$ cat config.mk
export PLATFORM = sky130hd
export DESIGN_NAME = sc_io_debounce
export DESIGN_NICKNAME = d
export VERILOG_FILES = /design/src/rtl/sc_io_debounce.sv
export SDC_FILE = /design/constraint.sdc
export NUM_CORES = 1
export LEC_CHECK = 0
export ABC_CLOCK_PERIOD_IN_PS = 2400
export CAP_MARGIN = 20
export CORE_MARGIN = 4
export CORE_UTILIZATION = 45
export CTS_BUF_LIST = sky130_fd_sc_hd__clkbuf_4 sky130_fd_sc_hd__clkbuf_8 sky130_fd_sc_hd__clkbuf_16
export CTS_CLUSTER_SIZE = 10
export DETAILED_ROUTE_END_ITERATION = 7
export SLEW_MARGIN = 10
export SYNTH_ARGS = -nofsm -noshare
export SYNTH_HDL_FRONTEND = slang
export SYNTH_SLANG_ARGS = --single-unit
$ cat constraint.sdc
create_clock -name clock -period 2.4 [get_ports clock]
set_clock_uncertainty 0.15 [all_clocks]
set_input_delay 0.72 -clock clock [delete_from_list [all_inputs] [get_ports clock]]
set_output_delay 0.72 -clock clock [all_outputs]
set_load 0.03 [all_outputs]
$ cat src/rtl/sc_io_debounce.sv
// sc_io_debounce: 2-flop sync + per-bit debounce for KEY/SW, sticky key flags (release flags with SC_IO_KEY_RELEASE_EN)
module sc_io_debounce #(
  parameter int DEBOUNCE_CYCLES = 50000,
  parameter int CNT_W = 16
) (
  input  logic       clock,
  input  logic       reset,
  input  logic [3:0] key_raw,
  input  logic [9:0] sw_raw,
  output logic [3:0] key_level,
  output logic [9:0] sw_level,
  output logic [3:0] key_press,
  input  logic       clr_press,
  input  logic [3:0] clr_mask
`ifdef SC_IO_KEY_RELEASE_EN
  ,
  output logic [3:0] key_release
`endif
);
  localparam int N = 14;
  localparam logic [CNT_W-1:0] LAST = CNT_W'(DEBOUNCE_CYCLES - 1);
  logic [N-1:0] s1_q, s2_q, lvl_q, lvl_d;
  logic [CNT_W-1:0] cnt_q [N];
  logic [CNT_W-1:0] cnt_d [N];
  logic [3:0] press_q, press_d, clr, rise;
  always_comb begin
    lvl_d = lvl_q;
    cnt_d = cnt_q;
    for (int i = 0; i < N; i++) begin
      cnt_d[i] = (s2_q[i] == lvl_q[i] || cnt_q[i] == LAST) ? '0 : cnt_q[i] + CNT_W'(1);
      lvl_d[i] = (s2_q[i] != lvl_q[i] && cnt_q[i] == LAST) ? s2_q[i] : lvl_q[i];
    end
  end
  assign clr = clr_press ? clr_mask : 4'b0;
  assign rise = lvl_d[3:0] & ~lvl_q[3:0];
  // set wins over a simultaneous clear so no event is lost
  assign press_d = (press_q & ~clr) | rise;
  always_ff @(posedge clock) begin
    if (reset) begin
      s1_q <= '0;
      s2_q <= '0;
      lvl_q <= '0;
      press_q <= '0;
      for (int i = 0; i < N; i++) cnt_q[i] <= '0;
    end else begin
      s1_q <= {sw_raw, ~key_raw};
      s2_q <= s1_q;
      lvl_q <= lvl_d;
      press_q <= press_d;
      cnt_q <= cnt_d;
    end
  end
  assign key_level = lvl_q[3:0];
  assign sw_level = lvl_q[13:4];
  assign key_press = press_q;
`ifdef SC_IO_KEY_RELEASE_EN
  logic [3:0] rel_q, rel_d;
  assign rel_d = (rel_q & ~clr) | (lvl_q[3:0] & ~lvl_d[3:0]);
  always_ff @(posedge clock) begin
    if (reset) rel_q <= '0;
    else rel_q <= rel_d;
  end
  assign key_release = rel_q;
`endif
endmodule

* Word-level counts from Yosys, hierarchy flattened
Cells that the tools add are included.
** Cells by class
- Eq/ne operators :: 42
- Bitwise gates (word level) :: 6
- Muxes and demuxes :: 5
- Add/subtract/negate cells :: 14
- Reduce and logical (&&, ||, !) cells :: 42
** Operators with widths (number)
- $add 16x1->16 const B :: 14
- $eq 16x16->1 const B :: 14
- $reduce_or 2->1 :: 14
- $eq 1x1->1 :: 14
- $logic_and 1x1->1 :: 14
- $logic_or 1x1->1 :: 14
- $ne 1x1->1 :: 14
- $not 4->4 :: 3
- $and 4x4->4 :: 2
- $mux 1 :: 4
- $mux 4 :: 1
- $or 4x4->4 :: 1
** Word-level totals
- Register bits :: 270
- Logic and storage cells :: 137
- Input port bits :: 21
- Output and inout port bits :: 18

* Logic depth before layout (Yosys ltp)
Gate-level depths: netlist (run 1).
- Depth after elaboration :: 5
- Mapped depth :: 7
- Gate-level depth less buffers :: 5

* Worst setup path after synthesis (run 1)
No wires, ideal clock.
- Kind :: reg-to-reg
- Start :: reg cnt_q[68] (netlist bit)
- End :: reg cnt_q[77] (netlist bit)
- Setup time :: 0.115 ns
- Buffers on the path :: 2
- Path slack :: 0.310 ns
- Stages on the path, launching flop included :: 7
- Clock period less this slack :: 2.090 ns
- Arrival :: 1.825 ns
- Required time :: 2.135 ns
- Path through :: dfxtp_1 or4b_2 nor4_1 or3_1 buf_4 buf_4 nor2_1
** On the way
- Word-level cells in the longest chain between the ends :: 3
- Elaborated cells on any way between the ends :: 4
- Those cells by class :: add/sub: 1; eq/ne: 1; reduce/logical: 2
** RTL lines
- from (decl) :: line 23 : logic [CNT_W-1:0] cnt_q [N];
- from (signal assigned) :: line 50 : cnt_q <= cnt_d;
- parallel branches: the longest is 3 deep, another holds $add 16x1->16
Several ways; the timed one is not identified.
A chain may end at the register's enable or synchronous reset.

* Worst setup path after layout (run 1)
- Start :: reg lvl_q[5]
- End :: out sw_level[1]
** RTL lines
- from (decl) :: line 22 : logic [N-1:0] s1_q, s2_q, lvl_q, lvl_d;
- from (signal assigned) :: line 48 : lvl_q <= lvl_d;
- to (decl) :: line 11 : output logic [9:0] sw_level,
No word-level cell between the ends.

==> results.md, run 1 <==
- The run finished with clean final reports.
- The launch point of the worst reg-to-reg path is cnt_q[219].
- After synthesis, the most frequently instantiated cells are 284 x nor2_1, 270 x dfxtp_1, 185 x xnor2_1.
- The slowest stage of the critical path is the dlygate4sd2_1 cell.
- The weighted congestion at the end of routability-driven global placement is 0.816.
- The synthesis-to-finish area growth is 15.1%.
- The post-DP HPWL is 13100 um.
- After detailed routing, the number of remaining DRC violations is 0.
- The most used flip-flop cell after synthesis is dfxtp_1.
- The area occupied by multi-input gates is 5550 sq um.
- Global routing finished with a remaining overflow of 0.
- Tracing the worst setup path back leads to its startpoint at lvl_q[5].
- The number of global-route vias before repair came to 7831.
- The first routing iteration left 362 violations.
- The final wirelength is 19600 um.
- In the final layout, the share of cells above drive strength 1 is 0.0608.
- In this run the worst path has a maximum fanout of 3.
- The worst setup path is launched from a flip-flop.
- The number of top-level pins is 39.
- The buffer type at the clock tree root is clkbuf_16.
- The delay contributed by the slowest stage of the critical path is 0.42 ns.
- The highest layer used for signal routing is met4.
- The routed length on met3 is 720 um.
- The data arrival at the endpoint of the critical path is 1.35 ns.
- Setup violations remaining at the end of the flow were counted as 0.
- Measured against its own limit, the worst slew margin works out to 0.635.
- The type of the setup path with the least slack is reg2out.
- The library cell with the highest instance count after synthesis is nor2_1.
- The count of nets left with antenna violations once routing finished came out at 0.
- The static power due to leakage is 3.88 nW.
- The worst setup slack for register-to-register paths is 0.24 ns.
- The proportion of register bits with asynchronous set or reset after synthesis is 0.
- The clock transition at the registers of the reported paths is 0.05 ns.
- The count of cell types in the netlist is 37.
- The detailed router put a total of 9750 um of wire on met1.
- For the worst-skew pair, the clock arrives at the later sink with an insertion delay of 0.54 ns.
- The synthesized design contains 0 enable-type register cells.
- The capture instance of the worst register-to-register path is key_press[0].
- The floorplan step defined a core boundary enclosing 24500 sq um.
- The total of max-cap violations is 0.
- Across every metal layer, demand over resource in global routing totals 0.142.
- The via-per-instance ratio is 4.97.
- The number of diodes is 0.
- The share of synthesized area in the top cell type comes to 0.479.
- The die is 166 um wide.
- Setup repair after global routing left no endpoint under its margin.
- The highest ir drop seen on vdd is 0.563 mV.
- Summed over all failing endpoints, the final setup total negative slack is 0 ns.
- For this run, the register share of the synthesized area comes to 0.479.
- For this design, the CTS-stage hold fixing added 0 buffers.
- The largest delay contributor family on the critical path is buffers and inverters.
- A synthesized cell averages 8.97 sq um.
- The transition time of the tightest slew-check pin is 0.543 ns.
- In this run the number of cells on the critical path is 1.
- The pre-antenna-repair detailed-routing pass consisted of 5 iterations.
- Summed over all nets, wire length on met2 after detailed routing comes to 8660 um.
- The type of the most critical hold path is reg2reg.
- The pre-CTS setup slack is 0.245 ns.
- The count of port buffers added during placement is 38.
- Walking the worst path, the cells encountered are dlygate4sd2_1.
- The floorplan step set the die height to 166 um.
- The total via count after detailed routing is 8243.
- The die covers 27700 sq um.
- For this run, the number of Yosys warnings is 0.
- The fill cell total of the finished layout is 2238.
- In this run the deepest clock path goes through 3 buffers.
- The per-cell routed wire length is 11.8 um.
- TritonCTS built the clock tree.
- The cell type with the largest total area after synthesis is dfxtp_1.
- The total power per unit cell area is 676 nW/um^2.
- The data required time of the critical path is 1.53 ns.
- The number of antenna violations at the first check in global routing is 0.
- The register cell area after layout is 5410 sq um.
- The count of nets after finishing is 1363.
- The number of H-tree levels is 1.
- For this configuration, the core starts out at a cell density of 0.461.
- Of the available clock period, the critical path in the final layout requires 0.926.
- For the worst flop-to-flop path, the logic depth is 4.
- The total number of clock tree sinks is 270.
- Together, buffers and inverters on the worst path number 1.
- Timing would allow up to 450 MHz.
- In this run, placement finished with an instance count of 1619.
- The maximum number of pins on one net before global-route repair is 29.
- The count of non-filler cells in the finished layout is 1657.
- Buffers inserted during clock tree synthesis total 31.
- The placed standard-cell area is 12100 sq um.
- The number of slew-limit violations in the final report is 0.
- The number of synthesized register bits is 270.
- The minimum clock period is 2.22 ns.
- Summing all non-filler instances in the final layout gives an area of 13000 sq um.
- The most critical setup path has its endpoint at sw_level[1].
- STA classifies the critical path endpoint as a primary output.
- By area the synthesized netlist is led by dfxtp_1 48%, xnor2_1 14%, nor2_1 9.5%.
- Counting every net in the synthesized netlist gives 1293.
- The synthesized netlist cell count is 1258.
- The floorplan has 57 rows.
- The wire length of the first global-routing pass is 35400 um.
- The hold violation count in the final report is 0.
- Measured on the finished design, the core utilization comes to 0.531.
- The worst setup margin is 0.178 ns.
- The synthesized netlist occupies a cell area of 11300 sq um.
[layer usage]
metal | track usage | up-vias
li1 | - | 4380
met3 | 0.0255 | 38
met1 | 0.191 | 3712
met2 | 0.235 | 113
met5 | 0 | -
met4 | 0.0391 | 0
[worst reg2reg max path: cells and delay by family, from the launching register on]
family           cells  cell delay [ns]
AND/OR/NAND/NOR      3             1.45
flip-flops           1             0.35
AO/OA/AOI/OAI        1             0.14
[worst min path at each step]
stage,startpoint,to,slack [ns],cells past startpoint
6_report,s1_q[4],s2_q[4],0.28,1
5_1_grt,s1_q[3],s2_q[3],0.30,1
4_1_cts,s1_q[4],s2_q[4],0.29,1
3_5_place_dp,s1_q[4],s2_q[4],0.27,1
3_3_place_gp,s1_q[3],s2_q[3],0.27,1
2_1_floorplan,s1_q[0],s2_q[0],0.26,1
[cell type report]
type                            instances  share of cell area
Multi-Input combinational cell        909               0.427
Sequential cell                       270               0.416
Clock inverter                          2             0.00299
Clock buffer                           36              0.0631
Inverter                               50              0.0145
Timing Repair Buffer                   66              0.0443
Tap cell                              324              0.0312
[logic make-up after synthesis]
group                      share of synthesized area
and+or+nand+nor                                0.298
DFF                                            0.479
xor gates and xnor gates                       0.162
buffers and inverters                         0.0288
muxes                                         0.0124
adders and majority gates                     0.0155
AOI/OAI and AO/OA                            0.00477
[state kept, by name, summed over array words and instances, names as in the netlist]
name and cells:
s1_q 14, cnt_q 224, s2_q 14, lvl_q 14, key_press 4
[through the flow]
stage | hold slack (ns) | total power [W]
finish | 0.283 | 0.00877
global route | 0.304 | 0.00912
CTS | 0.286 | 0.00895
detailed placement | 0.273 | 0.00476
global placement | 0.268 | 0.00476
floorplan | 0.264 | 0.00470
[where the power goes]
| part | internal (W) | switching, W |
|---|---|---|
| Combinational | 0.0000659 | 0.0000643 |
| Sequential | 0.00452 | 0.0000164 |
| Clock | 0.00246 | 0.00164 |
| Total | 0.00704 | 0.00172 |
[repair_timing]
action / 4_1_cts / 5_1_grt
gates resized for setup: 18 / 0
endpoints found under the setup margin: 18 / 0
endpoints found under the hold margin: 0 / 0
buffers inserted: 0 / 0
[cell usage in the layout, fill, tap and decap left out, types with 6 or more instances in the layout]
cell and n:
nand4b_1 11, nor3_1 52, xnor2_1 185, dfxtp_1 270
nand3_1 72, dlygate4sd2_1 18, clkbuf_16 31, nor2_1 284
nor2b_1 24, or3_1 8, buf_4 27, nor4bb_1 8
nand2_1 54, or4_1 9, inv_1 50, ha_1 14
clkdlybuf4s50_1 19, or4bb_1 6, xor2_1 23, and3_1 8
nand4_1 49, mux2i_1 14, nor4_1 59
Note: power is estimated with default switching activity, not from simulation.
==> inputs of run 2 (changes only) <==
--- a/config.mk
+++ b/config.mk
@@ -7,11 +7,13 @@
 export LEC_CHECK = 0
 export ABC_CLOCK_PERIOD_IN_PS = 2400
 export CAP_MARGIN = 20
+export CORE_ASPECT_RATIO = 0.75
 export CORE_MARGIN = 4
 export CORE_UTILIZATION = 45
 export CTS_BUF_LIST = sky130_fd_sc_hd__clkbuf_4 sky130_fd_sc_hd__clkbuf_8 sky130_fd_sc_hd__clkbuf_16
 export CTS_CLUSTER_SIZE = 10
 export DETAILED_ROUTE_END_ITERATION = 7
+export HOLD_SLACK_MARGIN = 0.12
 export SLEW_MARGIN = 10
 export SYNTH_ARGS = -nofsm -noshare
 export SYNTH_HDL_FRONTEND = slang
==> results.md, run 2 (synthesized netlist as in run 1, its figures left out) <==
- The die covers 27700 sq um.
- The leading cell type in the layout, fill and taps excluded is nor2_1.
- The buffer type at the clock tree root is clkbuf_16.
- The count of port buffers added during placement is 38.
- The minimum clock period is 2.25 ns.
- Global routing finished with a remaining overflow of 0.
- The die is 145 um tall.
- The first detailed-routing pass ran for 4 iterations.
- The count of non-filler cells in the finished layout is 1658.
- The critical path depth is 1.
- The run finished with clean final reports.
- The hold violation count in the final report is 0.
- The final layout contains 1358 nets.
- Clock-pin slew was measured on the worst setup and hold paths at 0.06 ns.
- The routed layout has 8245 vias.
- At the worst endpoint, the required time is 1.53 ns.
- Traced cell by cell, the critical path runs through dlygate4sd2_1.
- The final worst-path cycle share is 0.939.
- The type of the setup path with the least slack is reg2out.
- The floorplan has 49 rows.
- The clock passes through at most 3 buffers.
- The number of antenna violations at the first check in global routing is 0.
- On the worst path, the slowest cell contributes a delay of 0.43 ns.
- The total number of clock tree sinks is 270.
- The net switching power figure is 0.00175 W.
- Max-cap violations in this run came to 0.
- Overall power consumption after layout is estimated at 0.00866 W.
- Setup violations remaining at the end of the flow were counted as 0.
- The detailed router finished its first iteration with 394 violations.
- The share of total power dissipated in sequential elements is 0.523.
- The final routed DRC violation total is 0.
- The number of top-level pins is 39.
- The fill cell total of the finished layout is 2249.
- The maximum number of pins on one net before global-route repair is 27.
- Setup repair after global routing left no endpoint under its margin.
- The congestion estimate from routability-driven global placement came to 0.798.
- The clock network fraction of design power is 0.462.
- The flip-flop count of the largest register, all copies and words added is 224.
- The number of global-route vias before repair is 7586.
- The detail route stage leaves a number of antenna-violating nets equal to 0.
- CTS built an H-tree with a depth of 1.
- The final wirelength is 19800 um.
- The overall fraction of global-route tracks in use is 0.143.
- The data arrival at the endpoint of the critical path is 1.38 ns.
- The largest fanout of any net on the critical path is 4.
- The number of slew-limit violations in the final report is 0.
- Summed over all failing endpoints, the final setup total negative slack is 0 ns.
- The register containing the most flip-flops in the final layout is cnt_q.
- The worst-path cell with the longest stage delay is dlygate4sd2_1.
- In this run, CTS created clock tree buffers numbering 31.
- Including well taps, the total number of placed cells is 1621.
- In this run the critical register-to-register path is launched from cnt_q[74].
- Using the TritonRoute via totals, the vias-per-cell ratio works out to 4.97.
- The capture instance of the worst register-to-register path is cnt_q[68].
- The clock tree from TritonCTS is done.
- The first global-routing pass estimated 35100 um of wire.
- The largest delay contributor family on the critical path is buffers and inverters.
- For hold timing, the worst endpoint is s2_q[7].
- The startpoint identified for the worst hold timing path is s1_q[7].
- Static timing analysis puts the maximum clock frequency at 444 MHz.
- Power spread over the standard cell area amounts to 669 nW/um^2.
- The type of the most critical hold path is reg2reg.
- For this configuration, the core starts out at a cell density of 0.463.
- The worst pin sits at a relative slew slack of 0.647.
- IR analysis of the VDD net gives a maximum drop of 0.515 mV.
- The startpoint class of the critical path is a flip-flop.
- The synthesis-to-finish area growth is 14.7%.
- After legalization and detailed placement, the total HPWL measured 13100 um.
- Along the worst hold path, the cell count comes to 1.
- The number of antenna diodes in the final layout is 0.
- The internal power is 0.00691 W.
- Of the total power, combinational logic draws 0.015.
- The worst setup slack for register-to-register paths is 0.23 ns.
- The cell count of the worst reg-to-reg path is 5.
- The capturing element type of the critical path is a primary output.
- At the pin with the least slew margin, the transition time is 0.528 ns.
- Of the total power, the share spent switching nets is 0.202.
- In this run the static leakage power is 3.85 nW.
- The clock network latency to the later pin of the worst-skew pair is 0.54 ns.
- The buffer and inverter count on the worst path is 1.
- The top cell types in the final layout, fill and taps aside, are 284 x nor2_1, 270 x dfxtp_1, 185 x xnor2_1.
- The die extent in x is 191 um.
- After detailed routing, the average wire length per cell comes to 12.0 um.
- The region available for standard cell placement spans 24300 sq um.
- Of the cells placed in the final design, the portion with a size suffix greater than 1 is 0.0565.
==> run 2: cell types whose count changed in the layout (fill, tap and decap cells not counted), sizes merged <==
cell and delta:
buf -5, clkbuf -1, bufinv -1, clkinv +1
==> run 2: final cells by class <==
type	count	area, sq um	area share
Sequential cell	270	5410	0.418
Clock buffer	35	806	0.0623
Multi-Input combinational cell	909	5550	0.429
Timing Repair Buffer	61	563	0.0435
Clock inverter	2	17.5	0.00135
Inverter	50	188	0.0145
Tap cell	331	414	0.0320
==> run 2: what timing repair did <==
item / CTS / global route
endpoints found under the hold margin: 0 / 0
hold buffers: 0 / 0
buffers inserted: 0 / 0
endpoints found under the setup margin: 18 / 0
resized for setup: 18 / 0
==> run 2: worst max path at each step <==
stage,startpoint,end
after CTS,lvl_q[3],key_level[3]
after global placement,cnt_q[219],key_press[0]
after detailed placement,cnt_q[74],cnt_q[68]
after global routing,lvl_q[9],sw_level[5]
final,lvl_q[3],key_level[3]
after floorplan,cnt_q[68],cnt_q[77]
==> run 2: layer usage <==
metal | up-vias | track usage | wire length (um)
met2 | 105 | 0.206 | 7910
met1 | 3736 | 0.215 | 10700
met4 | 0 | 0.0327 | 363
met5 | - | 0 | 0
li1 | 4378 | - | -
met3 | 26 | 0.0339 | 862
==> run 2: power by group through the flow <==
stage | Clock [W] | Sequential (W) | Combinational [W]
2_1_floorplan | 0 | 0.00462 | 0.0000729
3_3_place_gp | 0 | 0.00463 | 0.000134
3_5_place_dp | 0 | 0.00463 | 0.000134
4_1_cts | 0.00416 | 0.00453 | 0.000135
5_1_grt | 0.00433 | 0.00453 | 0.000147
6_report | 0.00400 | 0.00453 | 0.000131
==> run 2: through the flow <==
stage               hold slack (ns)  utilization  setup slack (ns)  area (sq um)
floorplan                     0.264            -             0.310         11300
global placement              0.267        0.499             0.263         12100
detailed placement            0.273        0.499             0.220         12100
CTS                           0.290        0.532             0.115         12900
global route                  0.307        0.532            0.0736         12900
finish                        0.284        0.532             0.147         12900
